$ cat config.mk
export PLATFORM = sky130hd
export DESIGN_NAME = uart_tx_fifo_param
export DESIGN_NICKNAME = d
export VERILOG_FILES = /design/src/rtl/uart_tx_fifo_param.sv
export SDC_FILE = /design/constraint.sdc
export NUM_CORES = 1
export LEC_CHECK = 0
export ABC_AREA = 0
export CORE_MARGIN = 2
export CORE_UTILIZATION = 50
export DETAILED_ROUTE_END_ITERATION = 7
export GPL_TIMING_DRIVEN = 0
export PLACE_DENSITY_LB_ADDON = 0.1
export SLEW_MARGIN = 20
export SYNTH_ARGS = -nofsm -noshare
export SYNTH_HDL_FRONTEND = slang
export SYNTH_SLANG_ARGS = --single-unit
$ cat constraint.sdc
create_clock -name clk -period 6.3 [get_ports clk]
set_input_delay 1.26 -clock clk [delete_from_list [all_inputs] [get_ports clk]]
set_output_delay 1.26 -clock clk [all_outputs]
set_load 0.01 [all_outputs]
$ cat src/rtl/uart_tx_fifo_param.sv
// UART transmitter fed by a small TX FIFO; runtime parity (none/even/odd) and 1/2 stop bits.
// Latency: a word written into an empty FIFO is popped on the next edge and TxD falls after it.
// Backpressure: Tx_FULL blocks writes; a write while full is dropped and pulses Tx_OVERFLOW.
//
// Ports:
//   clk, reset        rising-edge clock, asynchronous active-low reset
//   baud_select       000..111 = 300,1200,4800,9600,19200,38400,57600,115200 baud
//   parity_mode       00/11 none, 01 even, 10 odd
//   two_stop          1 = two stop bits
//   Tx_EN             allows a new frame to start
//   Tx_WR, Tx_DATA    enqueue one word per cycle
//   TxD               serial line, idle high
//   Tx_BUSY           frame in progress or FIFO holding data
//   Tx_FULL/EMPTY     FIFO status
//   Tx_LEVEL          FIFO occupancy
//   Tx_OVERFLOW       one-cycle pulse after a dropped write
module uart_tx_fifo_param #(
    parameter int CLK_FREQ   = 50_000_000,
    parameter int DATA_W     = 8,
    parameter int FIFO_DEPTH = 4
) (
    input  logic                          clk,
    input  logic                          reset,
    input  logic [2:0]                    baud_select,
    input  logic [1:0]                    parity_mode,
    input  logic                          two_stop,
    input  logic                          Tx_EN,
    input  logic                          Tx_WR,
    input  logic [DATA_W-1:0]             Tx_DATA,
    output logic                          TxD,
    output logic                          Tx_BUSY,
    output logic                          Tx_FULL,
    output logic                          Tx_EMPTY,
    output logic [$clog2(FIFO_DEPTH):0]   Tx_LEVEL,
    output logic                          Tx_OVERFLOW
);

    localparam int AW = $clog2(FIFO_DEPTH);
    localparam int LW = AW + 1;
    localparam int BW = (DATA_W > 1) ? $clog2(DATA_W) : 1;

    // Rounded divider for the 16x oversampling tick, never below one cycle.
    function automatic int div_of(input int rate);
        int d;
        d = (CLK_FREQ + 8 * rate) / (16 * rate);
        return (d < 1) ? 1 : d;
    endfunction

    localparam int DIV_MAX = div_of(300);
    localparam int DW      = $clog2(DIV_MAX + 1);

    function automatic logic [DW-1:0] div_sel(input logic [2:0] sel);
        logic [DW-1:0] d;
        case (sel)
            3'd0:    d = DW'(div_of(300));
            3'd1:    d = DW'(div_of(1200));
            3'd2:    d = DW'(div_of(4800));
            3'd3:    d = DW'(div_of(9600));
            3'd4:    d = DW'(div_of(19200));
            3'd5:    d = DW'(div_of(38400));
            3'd6:    d = DW'(div_of(57600));
            default: d = DW'(div_of(115200));
        endcase
        return d;
    endfunction

    typedef enum logic [2:0] {
        S_IDLE,
        S_START,
        S_DATA,
        S_PARITY,
        S_STOP
    } state_t;

    // ---------------------------------------------------------------- FIFO
    logic [DATA_W-1:0] mem [FIFO_DEPTH];
    logic [AW-1:0]     wr_ptr;
    logic [AW-1:0]     rd_ptr;
    logic [LW-1:0]     count;
    logic              ovf;
    logic              wr_acc;
    logic              pop;
    logic [DATA_W-1:0] head;

    assign Tx_FULL     = (count == LW'(FIFO_DEPTH));
    assign Tx_EMPTY    = (count == '0);
    assign Tx_LEVEL    = count;
    assign Tx_OVERFLOW = ovf;
    // Full is the registered state, so a pop in the same cycle does not free a slot.
    assign wr_acc      = Tx_WR && !Tx_FULL;
    assign head        = mem[rd_ptr];

    always_ff @(posedge clk) begin
        if (wr_acc) begin
            mem[wr_ptr] <= Tx_DATA;
        end
    end

    always_ff @(posedge clk or negedge reset) begin
        if (!reset) begin
            wr_ptr <= '0;
            rd_ptr <= '0;
            count  <= '0;
            ovf    <= 1'b0;
        end else begin
            ovf <= Tx_WR && Tx_FULL;
            if (wr_acc) begin
                wr_ptr <= wr_ptr + AW'(1);
            end
            if (pop) begin
                rd_ptr <= rd_ptr + AW'(1);
            end
            case ({wr_acc, pop})
                2'b10:   count <= count + LW'(1);
                2'b01:   count <= count - LW'(1);
                default: count <= count;
            endcase
        end
    end

    // ----------------------------------------------------------- FSM
    state_t            state;
    logic              txd_q;
    logic [DATA_W-1:0] shifter;
    logic              par_bit;
    logic              par_en_q;
    logic              two_stop_q;
    logic              stop_idx;
    logic [BW-1:0]     bit_idx;
    logic [DW-1:0]     div_q;
    logic [DW-1:0]     baud_cnt;
    logic [3:0]        tick_cnt;
    logic              baud_tick;
    logic              bit_done;
    logic              start_ok;
    logic              last_stop;

    assign baud_tick = (baud_cnt == div_q - DW'(1));
    assign bit_done  = baud_tick && (tick_cnt == 4'd15);
    assign start_ok  = Tx_EN && !Tx_EMPTY;
    assign last_stop = !(two_stop_q && !stop_idx);

    // A frame starts from IDLE, or straight from the end of the last stop bit.
    always_comb begin
        pop = 1'b0;
        if (state == S_IDLE) begin
            pop = start_ok;
        end else if (state == S_STOP && bit_done && last_stop) begin
            pop = start_ok;
        end
    end

    assign TxD     = txd_q;
    assign Tx_BUSY = (state != S_IDLE) || !Tx_EMPTY;

    always_ff @(posedge clk or negedge reset) begin
        if (!reset) begin
            state      <= S_IDLE;
            txd_q      <= 1'b1;
            shifter    <= '0;
            par_bit    <= 1'b0;
            par_en_q   <= 1'b0;
            two_stop_q <= 1'b0;
            stop_idx   <= 1'b0;
            bit_idx    <= '0;
            div_q      <= div_sel(3'd7);
            baud_cnt   <= '0;
            tick_cnt   <= '0;
        end else if (pop) begin
            // Frame configuration is captured here and held for the whole frame.
            shifter    <= head;
            par_bit    <= (parity_mode == 2'b10) ? ~^head : ^head;
            par_en_q   <= (parity_mode == 2'b01) || (parity_mode == 2'b10);
            two_stop_q <= two_stop;
            div_q      <= div_sel(baud_select);
            baud_cnt   <= '0;
            tick_cnt   <= '0;
            txd_q      <= 1'b0;
            state      <= S_START;
        end else if (state == S_IDLE) begin
            txd_q <= 1'b1;
        end else begin
            if (baud_tick) begin
                baud_cnt <= '0;
                tick_cnt <= tick_cnt + 4'd1;
            end else begin
                baud_cnt <= baud_cnt + DW'(1);
            end
            if (bit_done) begin
                case (state)
                    S_START: begin
                        txd_q   <= shifter[0];
                        shifter <= shifter >> 1;
                        bit_idx <= '0;
                        state   <= S_DATA;
                    end
                    S_DATA: begin
                        if (bit_idx == BW'(DATA_W - 1)) begin
                            stop_idx <= 1'b0;
                            if (par_en_q) begin
                                txd_q <= par_bit;
                                state <= S_PARITY;
                            end else begin
                                txd_q <= 1'b1;
                                state <= S_STOP;
                            end
                        end else begin
                            txd_q   <= shifter[0];
                            shifter <= shifter >> 1;
                            bit_idx <= bit_idx + BW'(1);
                        end
                    end
                    S_PARITY: begin
                        txd_q    <= 1'b1;
                        stop_idx <= 1'b0;
                        state    <= S_STOP;
                    end
                    S_STOP: begin
                        txd_q <= 1'b1;
                        if (!last_stop) begin
                            stop_idx <= 1'b1;
                        end else begin
                            state <= S_IDLE;
                        end
                    end
                    default: begin
                        txd_q <= 1'b1;
                        state <= S_IDLE;
                    end
                endcase
            end
        end
    end

endmodule

After elaboration in Yosys (flattened, before gate mapping)
Memories as Yosys holds them, arrays and structs flattened.
Index checks and enable logic that the tools add are counted.
{"block": "totals", "ff_bits": 59, "ramBits": 32, "input_bits": 18, "output_inout_bits": 8, "memories": 1}
{"block": "classes", "add_sub_neg": 8, "eq_ne": 25, "n_mux": 36, "bitwise": 2, "reduce_logical": 31}
{"name": "mem", "words": 4, "word_bits": 8, "rd": 1, "rd_clocked_by_memory_dff": 0, "wr": 1, "line_no": "76", "source": "logic [DATA_W-1:0] mem [FIFO_DEPTH];"}
{"op": "14-bit one-hot mux with 7 select lines", "count": 1}
{"op": "14-bit two-way mux", "count": 3}
{"op": "8-bit two-way mux", "count": 4}
{"op": "3-bit two-way mux", "count": 7}
{"op": "3-bit == test, second input constant", "count": 6}
{"op": "8-bit one-hot mux with 2 select lines", "count": 1}
{"op": "14-bit by 1-bit adder with 14-bit output, second input constant", "count": 1}
{"op": "14-bit == test", "count": 1}
{"op": "14-bit by 1-bit subtractor with 14-bit output, second input constant", "count": 1}
{"op": "3-bit by 2-bit == test with 1-bit output, second input constant", "count": 4}
{"op": "1-bit two-way mux", "count": 12}
{"op": "4-bit two-way mux", "count": 3}
{"op": "3-bit one-hot mux with 2 select lines", "count": 2}
{"op": "3-bit one-hot mux with 4 select lines", "count": 1}
{"op": "3-bit nonzero test", "count": 4}
{"op": "3-bit logical NOT", "count": 3}
{"op": "3-bit != test, second input constant", "count": 3}
{"op": "2-bit != test, second input constant", "count": 4}
{"op": "4-bit AND reduction", "count": 2}
{"op": "2-bit nonzero test", "count": 4}
{"op": "8-bit XNOR reduction", "count": 1}
{"op": "8-bit parity", "count": 1}
{"op": "1-bit logical AND", "count": 7}
{"op": "3-bit by 1-bit adder with 3-bit output, second input constant", "count": 2}
{"op": "other kinds (15)", "count": 24}

Longest topological paths before layout
Gate-level depths: netlist of run 1.
{"block": "depth", "ltp_word": 9, "mapped_depth": 19}

Worst setup path after synthesis of run 1
No wires, ideal clock.
{"block": "synth_path", "kind": "reg-to-reg", "start": "register div_q[0]", "end": "register count[2], in the netlist Tx_LEVEL[2]", "arrival_time_ns": 3.634, "required_ns": 6.221, "slack_ns": 2.587, "stages_incl_launch_ff": 20, "n_path_buf": 3, "synth_period_minus_slack_ns": 3.713, "path_cell_list": "dfstp_2 buf_2 inv_1 ha_1 nor2b_1 or3_1 a31o_2 nor4_1 nand4_2 buf_6 nor2_4 nor2_4 inv_6 buf_2 ha_1 inv_1 fa_1 xor2_1 nor2_1 xor2_1"}
{"block": "synth_via", "elab_chain_len": 9, "word_cells_on_any_way": 11, "classes_between": "add/sub: 1; eq/ne: 3; mux: 3; reduce/logical: 4"}
{"element": "from (decl)", "line_no": "130", "source": "logic [DW-1:0] div_q;"}
{"element": "from (signal assigned)", "line_no": "166", "source": "div_q <= div_sel(3'd7);"}
{"element": "from (signal assigned)", "line_no": "175", "source": "div_q <= div_sel(baud_select);"}
{"element": "14-bit by 1-bit subtractor with 14-bit output (*)", "line_no": "138", "source": "assign baud_tick = (baud_cnt == div_q - DW'(1));"}
{"element": "14-bit == test (*)", "line_no": "138"}
{"element": "1-bit logical AND (*)", "line_no": "139", "source": "assign bit_done = baud_tick && (tick_cnt == 4'd15);"}
{"element": "1-bit logical AND (*) (2 in series)", "line_no": "148", "source": "end else if (state == S_STOP && bit_done && last_stop) begin"}
{"element": "1-bit two-way mux (*)", "line_no": "148"}
{"element": "1-bit two-way mux (*)", "line_no": "146", "source": "if (state == S_IDLE) begin"}
{"element": "2-bit by 1-bit == test with 1-bit output / 2-bit == test (equally long branches)", "line_no": "113", "source": "case ({wr_acc, pop})"}
{"element": "3-bit one-hot mux with 2 select lines / 2-bit nonzero test (equally long branches)"}
{"element": "to (signal assigned)", "line_no": "114", "source": "2'b10: count <= count + LW'(1);"}
{"element": "to (signal assigned)", "line_no": "115", "source": "2'b01: count <= count - LW'(1);"}
{"element": "to (signal assigned)", "line_no": "116", "source": "default: count <= count;"}
{"element": "to (decl)", "line_no": "79", "source": "logic [LW-1:0] count;"}
Mark *: on every way between the ends. The rest lies on a longest branch, timed or not.
A chain may end at the register's enable or synchronous reset.

Worst setup path in the final report of run 1
Ends and elaborated chain as after synthesis.

==> results of run 1 <==
worst max-delay path by stage:
stage | startpoint | slack [ns] | end
finish | div_q[0] | 2.12 | Tx_LEVEL[2]
global route | div_q[0] | 1.77 | Tx_LEVEL[2]
CTS | div_q[0] | 2.08 | Tx_LEVEL[2]
detailed placement | Tx_EN | 1.87 | Tx_LEVEL[2]
global placement | Tx_EN | 1.86 | Tx_LEVEL[2]
floorplan | div_q[0] | 2.59 | Tx_LEVEL[2]
state kept, by name, indices dropped and copies added, names as in the netlist, 2 cells and up:
register,flops
rd_ptr,2
baud_cnt,14
div_q,12
Tx_LEVEL,3
bit_idx,3
shifter,8
state,3
wr_ptr,2
mem,32
tick_cnt,4
power by group:
| part | switching [mW] | leakage, nW | internal, mW |
|---|---|---|---|
| registers | 0.0256 | 0.952 | 0.663 |
| clock network | 0.232 | 0.0942 | 0.156 |
| logic | 0.112 | 1.08 | 0.0973 |
| total | 0.370 | 2.13 | 0.916 |
metrics by stage:
step | utilization | instances | hold slack (ns) | power, mW | setup WS [ns]
2_1_floorplan | - | 438 | 0.4569 | 0.8240 | 2.587
3_3_place_gp | 0.5549 | 589 | 0.4667 | 0.9077 | 1.864
3_5_place_dp | 0.5568 | 590 | 0.4796 | 0.9163 | 1.865
4_1_cts | 0.5782 | 606 | 0.4939 | 1.307 | 2.077
5_1_grt | 0.5782 | 606 | 0.5403 | 1.357 | 1.772
6_report | 0.5782 | 606 | 0.4891 | 1.286 | 2.117
metal layers:
metal | up-vias | GRT usage | routed length, µm
met5 | - | 0 | 0
met4 | 0 | 0.05405 | 81
met3 | 9 | 0.04003 | 218
met2 | 43 | 0.3133 | 4446
met1 | 1553 | 0.2578 | 4284
li1 | 1627 | - | -
synth_stat cells (2+ instances only):
library cell                instances  area share
sky130_fd_sc_hd__dfrtp_1           52        0.27
sky130_fd_sc_hd__nor2_1            40       0.032
sky130_fd_sc_hd__nand2_1           34       0.027
sky130_fd_sc_hd__edfxtp_1          32        0.20
sky130_fd_sc_hd__o21ai_0           32       0.034
sky130_fd_sc_hd__inv_1             27       0.021
sky130_fd_sc_hd__xnor2_1           22       0.041
sky130_fd_sc_hd__nor3_1            17       0.018
sky130_fd_sc_hd__nand3_1           15       0.016
sky130_fd_sc_hd__xor2_1            14       0.026
sky130_fd_sc_hd__mux2i_1           12       0.025
sky130_fd_sc_hd__ha_1              11       0.029
sky130_fd_sc_hd__a21oi_1           10       0.011
sky130_fd_sc_hd__and3_1            10       0.013
sky130_fd_sc_hd__clkbuf_1           9      0.0071
sky130_fd_sc_hd__mux4_2             8       0.038
sky130_fd_sc_hd__buf_2              7      0.0074
sky130_fd_sc_hd__mux2_2             6       0.014
sky130_fd_sc_hd__dfstp_2            5       0.028
sky130_fd_sc_hd__nand2b_1           5      0.0066
sky130_fd_sc_hd__nand4_1            5      0.0066
sky130_fd_sc_hd__buf_6              4      0.0095
sky130_fd_sc_hd__o211ai_1           4      0.0063
sky130_fd_sc_hd__o21a_1             4      0.0063
sky130_fd_sc_hd__or3_1              4      0.0053
sky130_fd_sc_hd__a31oi_1            3      0.0040
sky130_fd_sc_hd__nor2b_1            3      0.0040
sky130_fd_sc_hd__o22ai_1            3      0.0040
sky130_fd_sc_hd__a31o_2             2      0.0037
sky130_fd_sc_hd__and4_1             2      0.0037
sky130_fd_sc_hd__nand3b_1           2      0.0032
sky130_fd_sc_hd__nor2_4             2      0.0047
sky130_fd_sc_hd__nor4_1             2      0.0026
sky130_fd_sc_hd__nor4_4             2      0.0090
sky130_fd_sc_hd__o2111ai_1          2      0.0037
sky130_fd_sc_hd__o21ai_1            2      0.0021
sky130_fd_sc_hd__o31ai_1            2      0.0032
sky130_fd_sc_hd__or4_4              2      0.0047
cells by family after synthesis:
group,after synthesis,synth area share
compound gates,72,0.09360
flops,89,0.5044
mux,26,0.07751
buf+inv,49,0.05035
fa+ha+maj,12,0.03322
xor+xnor,36,0.06644
simple gates,154,0.1745
cell type report:
class | instances | area, µm² | share of cell area
Buffer | 21 | 128.9 | 0.02412
Inverter | 28 | 110.1 | 0.02061
Timing Repair Buffer | 23 | 237.7 | 0.04450
Multi-Input combinational cell | 300 | 2113 | 0.3956
Sequential cell | 89 | 2394 | 0.4480
Clock buffer | 9 | 123.9 | 0.02319
Clock inverter | 7 | 73.82 | 0.01382
Tap cell | 129 | 161.4 | 0.03021
==> tab_implementation.tex, run 1 <==
\begin{tabular}{lr}
\hline
Metric & Value \\
\hline
\multicolumn{2}{l}{\textbf{Yosys}} \\
\quad Most frequently used flop master after synthesis & sky130\_fd\_sc\_hd\_\_dfrtp\_1 \\
\quad Register area share after synthesis & 0.5044 \\
\quad FF+latch count, synth & 89 \\
\quad Yosys warnings & 0 \\
\quad Number of flops mapped to enable cells by yosys & 32 \\
\quad Async SR Flop Fraction & 0.6404 \\
\quad Cell variety after synth & 58 \\
\quad Post-synth design cell area & 4746 µm² \\
\quad Instance count of the mapped netlist & 438 \\
\quad Synthesized Nets & 468 \\
\quad Post-Syn Area per Cell & 10.84 µm² \\
\multicolumn{2}{l}{\textbf{Layout}} \\
\quad Layout Nets & 502 \\
\quad Number of diodes & 0 \\
\quad Most common cell after layout, fill and taps aside & sky130\_fd\_sc\_hd\_\_dfrtp\_1 \\
\quad \# fillers & 813 \\
\quad Area Growth Syn to Fin & 12.58\% \\
\quad Share of layout cells above drive strength 1 & 0.1342 \\
\quad Highest-count cells in the layout ignoring fill and taps & sky130\_fd\_sc\_hd\_\_dfrtp\_1 (52), sky130\_fd\_sc\_hd\_\_nor2\_1 (40), sky130\_fd\_sc\_hd\_\_nand2\_1 (34) \\
\quad Total non-filler cell area in the finished layout & 5343 µm² \\
\multicolumn{2}{l}{\textbf{Critical path}} \\
\quad Maximum net fanout on the critical path & 10 \\
\quad R2R cell count & 19 \\
\quad Maximum single-stage delay on the critical path & 0.50 ns \\
\quad Arrival time worst endpoint & 4.47 ns \\
\quad Largest delay contributor family on the critical path & simple AND/OR/NAND/NOR gates \\
\quad Worst path required time & 6.59 ns \\
\quad Worst r2r dst & Tx\_LEVEL[2] \\
\quad Cell count along the critical path & 19 \\
\quad Worst r2r src & div\_q[0] \\
\quad Setup crit end kind & register \\
\quad Cell with the largest stage delay on the worst path & sky130\_fd\_sc\_hd\_\_or4\_4 \\
\quad Slack of the worst reg-to-reg path & 2.12 ns \\
\quad Crit path launch type & register \\
\quad Cell chain of the critical path & buf\_2 -> inv\_1 -> ha\_1 -> nor3b\_1 -> a21boi\_1 -> or4\_4 -> a32oi\_2 -> nand4\_2 -> buf\_6 -> nor2\_4 -> nor2\_4 -> inv\_6 -> buf\_2 -> ha\_1 -> inv\_1 -> fa\_1 -> xor2\_1 -> nor2\_1 -> xor2\_1 \\
\quad Count of buffer and inverter cells on the critical path & 6 \\
\quad WS Path Type & reg2reg \\
\multicolumn{2}{l}{\textbf{Clock network}} \\
\quad Clk buf depth & 2 \\
\quad H-Tree Depth & 3 \\
\quad Clock latency on the worst-skew pair & 0.36 ns \\
\quad Post-CTS clock slew at the launch and capture registers of the worst setup and hold paths & 0.10 ns \\
\quad Total setup buffers inserted after CTS & 0 \\
\quad Hold-fix buffers at CTS & 0 \\
\quad Number of clock buffers inserted by TritonCTS & 9 \\
\quad Number of clock sinks seen by CTS & 89 \\
\quad TritonCTS clock tree & yes \\
\quad CTS Root Buffer Type & sky130\_fd\_sc\_hd\_\_clkbuf\_8 \\
\quad Count of instances resized after the clock tree is built & 0 \\
\multicolumn{2}{l}{\textbf{Power and ir drop}} \\
\quad Max rail drop VDD & 178.0 µV \\
\quad Leakage Power & 2.131 nW \\
\quad Power Density & 240.7 nW/µm² \\
\multicolumn{2}{l}{\textbf{Placed design}} \\
\quad Total placed instance area & 5145 µm² \\
\quad Buffers added on ports & 22 \\
\quad Post-DP HPWL & 6.628 mm \\
\quad Gpl congestion & 0.8127 \\
\multicolumn{2}{l}{\textbf{Routing}} \\
\quad Vias per cell & 5.333 \\
\quad Number of vias after detailed routing & 3232 \\
\quad Total DRC errors in the routed layout & 0 \\
\quad Count of antenna-violating nets left after detailed routing & 0 \\
\quad DR pass1 iterations & 6 \\
\quad Wire length per cell & 14.90 µm \\
\quad Number of DRC violations after detailed-routing iteration 0 & 189 \\
\quad Detailed Route WL & 9.031 mm \\
\multicolumn{2}{l}{\textbf{Timing}} \\
\quad RSZ-0062 raised after global routing & no \\
\quad Count of pins over their slew limit & 0 \\
\quad Pin slew with the least headroom to its limit & 0.6449 ns \\
\quad Worst slew margin relative to its limit & 0.5685 \\
\quad Number of setup violations in the final report & 0 \\
\quad Crit share post-route & 0.6640 \\
\quad Highest achievable clock rate & 239.1 MHz \\
\quad Setup tns final & 0 ns \\
\quad Final setup skew & 0.008380 ns \\
\quad Hold violation count in the final report & 0 \\
\quad Minimum clock period after layout & 4.183 ns \\
\multicolumn{2}{l}{\textbf{Worst hold path}} \\
\quad Class of the worst hold path & reg2reg \\
\quad Startpoint of the worst hold path & bit\_idx[0] \\
\quad Worst hold path cell count & 1 \\
\quad WHS Endpoint & bit\_idx[0] \\
\multicolumn{2}{l}{\textbf{Global route}} \\
\quad First-pass GRT wire length & 15.28 mm \\
\quad GRT Residual Overflow & 0 \\
\quad Via count of the first global-routing pass & 3123 \\
\quad Total GRT Usage & 0.1907 \\
\quad Largest net degree at the start of global routing & 42 \\
\quad Number of antenna violations at the first check in global routing & 0 \\
\multicolumn{2}{l}{\textbf{Run status}} \\
\quad Result of the run & completed \\
\multicolumn{2}{l}{\textbf{Floorplan}} \\
\quad Die Wd & 101.4 µm \\
\quad Starting utilization of the core area & 0.5136 \\
\quad Top-Level Pins & 26 \\
\quad Number of standard-cell rows in the floorplan & 35 \\
\quad Core footprint & 9240 µm² \\
\quad Area of the die & 10290 µm² \\
\quad Height of the die & 101.4 µm \\
\multicolumn{2}{l}{\textbf{Run}} \\
\quad Max Cap Violations & 0 \\
\hline
\end{tabular}
Power figures use the tool's default switching activity.
==> inputs of run 2 (changes only) <==
==> constraint.sdc (replaced) <==
create_clock -name clk -period 3.6 [get_ports clk]
set_input_delay 0.72 -clock clk [delete_from_list [all_inputs] [get_ports clk]]
set_output_delay 0.72 -clock clk [all_outputs]
set_load 0.01 [all_outputs]
==> run 2 against run 1 <==
Global-route usage is 0.12 points lower. Core utilization rose by 1.5 points. Sequential power rose by 74%. Clock-buffer cell count unchanged. Clock power is 84% higher. Critical path depth is 2 lower. Power is 78% higher. Sequential share of layout area fell by 1.1 points. Routed wire length is 1.5% higher. Critical endpoint unchanged.
==> tab_implementation.tex, run 2 (synthesis results as in run 1) <==
\begin{tabular}{lr}
\hline
Metric & Value \\
\hline
\multicolumn{2}{l}{\textbf{Critical path}} \\
\quad Setup crit end kind & register \\
\quad Maximum single-stage delay on the critical path & 0.57 ns (+0.07 ns) \\
\quad WS Path Type & reg2reg \\
\quad Crit path launch type & register \\
\quad Cell chain of the critical path & inv\_1 -> ha\_4 -> or3b\_4 -> nor3\_1 -> or4\_4 -> a32oi\_4 -> nand4\_4 -> buf\_6 -> nor2\_4 -> nor2\_4 -> inv\_8 -> ha\_2 -> inv\_1 -> fa\_2 -> xor2\_1 -> nor2\_1 -> xor2\_1 \\
\quad Arrival time worst endpoint & 3.72 ns (-0.75 ns) \\
\quad Worst path required time & 3.88 ns (-2.71 ns) \\
\quad Cell with the largest stage delay on the worst path & sky130\_fd\_sc\_hd\_\_dfstp\_2 \\
\quad Maximum net fanout on the critical path & 8 (-2) \\
\multicolumn{2}{l}{\textbf{Timing}} \\
\quad Hold violation count in the final report & 0 (unchanged) \\
\quad Minimum clock period after layout & 3.435 ns (-0.7479 ns) \\
\quad Post-route setup slack & 0.1648 ns (-1.952 ns) \\
\quad Setup tns final & 0 ns (unchanged) \\
\quad Pin slew with the least headroom to its limit & 0.6438 ns (-0.001024 ns) \\
\quad Highest achievable clock rate & 291.1 MHz (+22\%) \\
\quad Crit share post-route & 0.9542 (+0.2902) \\
\quad Worst slew margin relative to its limit & 0.5692 (+0.0006860) \\
\quad Number of setup violations in the final report & 0 (unchanged) \\
\quad Final setup skew & 0.009010 ns (+0.0006300 ns) \\
\quad RSZ-0062 raised after global routing & no \\
\quad Count of pins over their slew limit & 0 (unchanged) \\
\quad Worst hold slack & 0.2003 ns (-0.2888 ns) \\
\multicolumn{2}{l}{\textbf{Placed design}} \\
\quad Pre-CTS WS & -0.4395 ns (-2.305 ns) \\
\quad Buffers added on ports & 22 (unchanged) \\
\quad Gpl congestion & 0.8469 (+4.2\%) \\
\quad Post-DP HPWL & 6.705 mm (+1.2\%) \\
\multicolumn{2}{l}{\textbf{Floorplan}} \\
\quad Die Wd & 101.4 µm (unchanged) \\
\quad Starting utilization of the core area & 0.5136 (unchanged) \\
\quad Core footprint & 9240 µm² (unchanged) \\
\quad Height of the die & 101.4 µm (unchanged) \\
\quad Top-Level Pins & 26 (unchanged) \\
\quad Area of the die & 10290 µm² (unchanged) \\
\quad Number of standard-cell rows in the floorplan & 35 (unchanged) \\
\multicolumn{2}{l}{\textbf{Layout}} \\
\quad Largest registers & mem (32), baud\_cnt (14), div\_q (12) \\
\quad Sequential Area & 2394 µm² (unchanged) \\
\quad Layout Nets & 508 (+1.2\%) \\
\quad Largest register FFs & 32 (unchanged) \\
\quad Combined area of the multi-input logic cells & 2182 µm² (+3.3\%) \\
\quad Highest-count cells in the layout ignoring fill and taps & sky130\_fd\_sc\_hd\_\_dfrtp\_1 (52), sky130\_fd\_sc\_hd\_\_nor2\_1 (40), sky130\_fd\_sc\_hd\_\_nand2\_1 (34) \\
\quad Number of diodes & 0 (unchanged) \\
\quad \# fillers & 757 (-6.9\%) \\
\quad Share of layout cells above drive strength 1 & 0.1594 (+0.02525) \\
\quad Area Growth Syn to Fin & 15.50\% \\
\quad Most common cell after layout, fill and taps aside & sky130\_fd\_sc\_hd\_\_dfrtp\_1 \\
\quad Post-Route Utilization & 0.5932 (+0.01503) \\
\quad Reg with most FFs & mem \\
\multicolumn{2}{l}{\textbf{Power and ir drop}} \\
\quad Power Density & 417.5 nW/µm² (+73\%) \\
\quad Total power draw & 2.288 mW (+78\%) \\
\quad Max rail drop VDD & 329.6 µV (+85\%) \\
\quad Leakage Power & 2.179 nW (+2.3\%) \\
\multicolumn{2}{l}{\textbf{Global route}} \\
\quad Total GRT Usage & 0.1895 (-0.001220) \\
\quad Largest net degree at the start of global routing & 47 (+12\%) \\
\quad Via count of the first global-routing pass & 3238 (+3.7\%) \\
\quad Number of antenna violations at the first check in global routing & 0 (unchanged) \\
\quad GRT Residual Overflow & 0 (unchanged) \\
\quad First-pass GRT wire length & 15.25 mm (-0.18\%) \\
\multicolumn{2}{l}{\textbf{Clock network}} \\
\quad TritonCTS clock tree & yes \\
\quad CTS Root Buffer Type & sky130\_fd\_sc\_hd\_\_clkbuf\_8 \\
\quad H-Tree Depth & 3 (unchanged) \\
\quad Clk buf depth & 2 (unchanged) \\
\quad Hold-fix buffers at CTS & 0 (unchanged) \\
\quad Post-CTS clock slew at the launch and capture registers of the worst setup and hold paths & 0.10 ns (about the same) \\
\quad Number of clock buffers inserted by TritonCTS & 9 (unchanged) \\
\quad Number of clock sinks seen by CTS & 89 (unchanged) \\
\quad Clock latency on the worst-skew pair & 0.35 ns (about the same) \\
\multicolumn{2}{l}{\textbf{Routing}} \\
\quad DR pass1 iterations & 4 (-2) \\
\quad Count of antenna-violating nets left after detailed routing & 0 (unchanged) \\
\quad Number of DRC violations after detailed-routing iteration 0 & 132 (-30\%) \\
\quad Wire length per cell & 14.97 µm (+0.46\%) \\
\quad Detailed Route WL & 9.162 mm (+1.5\%) \\
\quad Number of vias after detailed routing & 3348 (+3.6\%) \\
\quad Total DRC errors in the routed layout & 0 (unchanged) \\
\quad Vias per cell & 5.471 (+2.6\%) \\
\multicolumn{2}{l}{\textbf{Run status}} \\
\quad Result of the run & completed \\
\multicolumn{2}{l}{\textbf{Worst hold path}} \\
\quad Class of the worst hold path & in2async \\
\multicolumn{2}{l}{\textbf{Run}} \\
\quad Max Cap Violations & 0 (unchanged) \\
\hline
\end{tabular}
run 2: critical path: cells and delay by family (launching register included):
| kind | cells | cell delay, ns |
|---|---|---|
| XOR/XNOR | 2 | 0.30 |
| AND/OR/NAND/NOR | 7 | 1.19 |
| AO/OA/AOI/OAI | 1 | 0.27 |
| flip-flops | 1 | 0.57 |
| adder cells (fa/ha/maj) | 3 | 0.68 |
| buffers and inverters | 4 | 0.35 |
run 2: final cells by class:
type / instances / area share
buffer: 19 / 0.02168
tap: 129 / 0.02945
sequential: 89 / 0.4367
timing repair buffer: 31 / 0.05570
multi-input combinational: 300 / 0.3981
clock buffer: 9 / 0.02260
inverter: 28 / 0.02054
clock inverter: 7 / 0.01529
run 2: per-layer routing:
layer	part of all wire	global-route usage	vias to the layer above	routed length (µm)
li1	-	-	1636	-
met4	0.029	0.07588	0	268
met1	0.44	0.2425	1645	4059
met2	0.50	0.3250	51	4606
met3	0.025	0.02761	16	227
met5	0	0	-	0
run 2: worst paths after layout:
check | from | cells past startpoint | slack (ns) | end
setup / recovery | div_q[0] | 17 | 0.16 | Tx_LEVEL[2]
max in group asynchronous | reset | 2 | 2.87 | div_q[3]
min in group clk | bit_idx[0] | 1 | 0.50 | bit_idx[0]
hold / removal | reset | 1 | 0.20 | tick_cnt[2]
hold reg to reg | bit_idx[0] | 1 | 0.50 | bit_idx[0]
setup reg to reg | div_q[0] | 17 | 0.16 | Tx_LEVEL[2]
run 2: power by group:
part           switching (mW)  internal (mW)  total, mW
registers              0.0437           1.16       1.20
clock network           0.378          0.334      0.712
logic                   0.199          0.173      0.373
total                   0.621           1.67       2.29
run 2: repair_timing:
| action | 4_1_cts | 5_1_grt |
|---|---|---|
| endpoints found under the setup margin | 2 | 1 |
| pin swaps | 3 | 4 |
| gates resized for setup | 5 | 7 |
| buffers inserted | 3 | 5 |
run 2: per-stage QoR:
| step | instances | area (µm²) |
|---|---|---|
| 6_report | 612 | 5482 |
| 3_3_place_gp | 589 | 5139 |
| 4_1_cts | 607 | 5406 |
| 5_1_grt | 612 | 5482 |
| 3_5_place_dp | 590 | 5164 |
| 2_1_floorplan | 438 | 4757 |
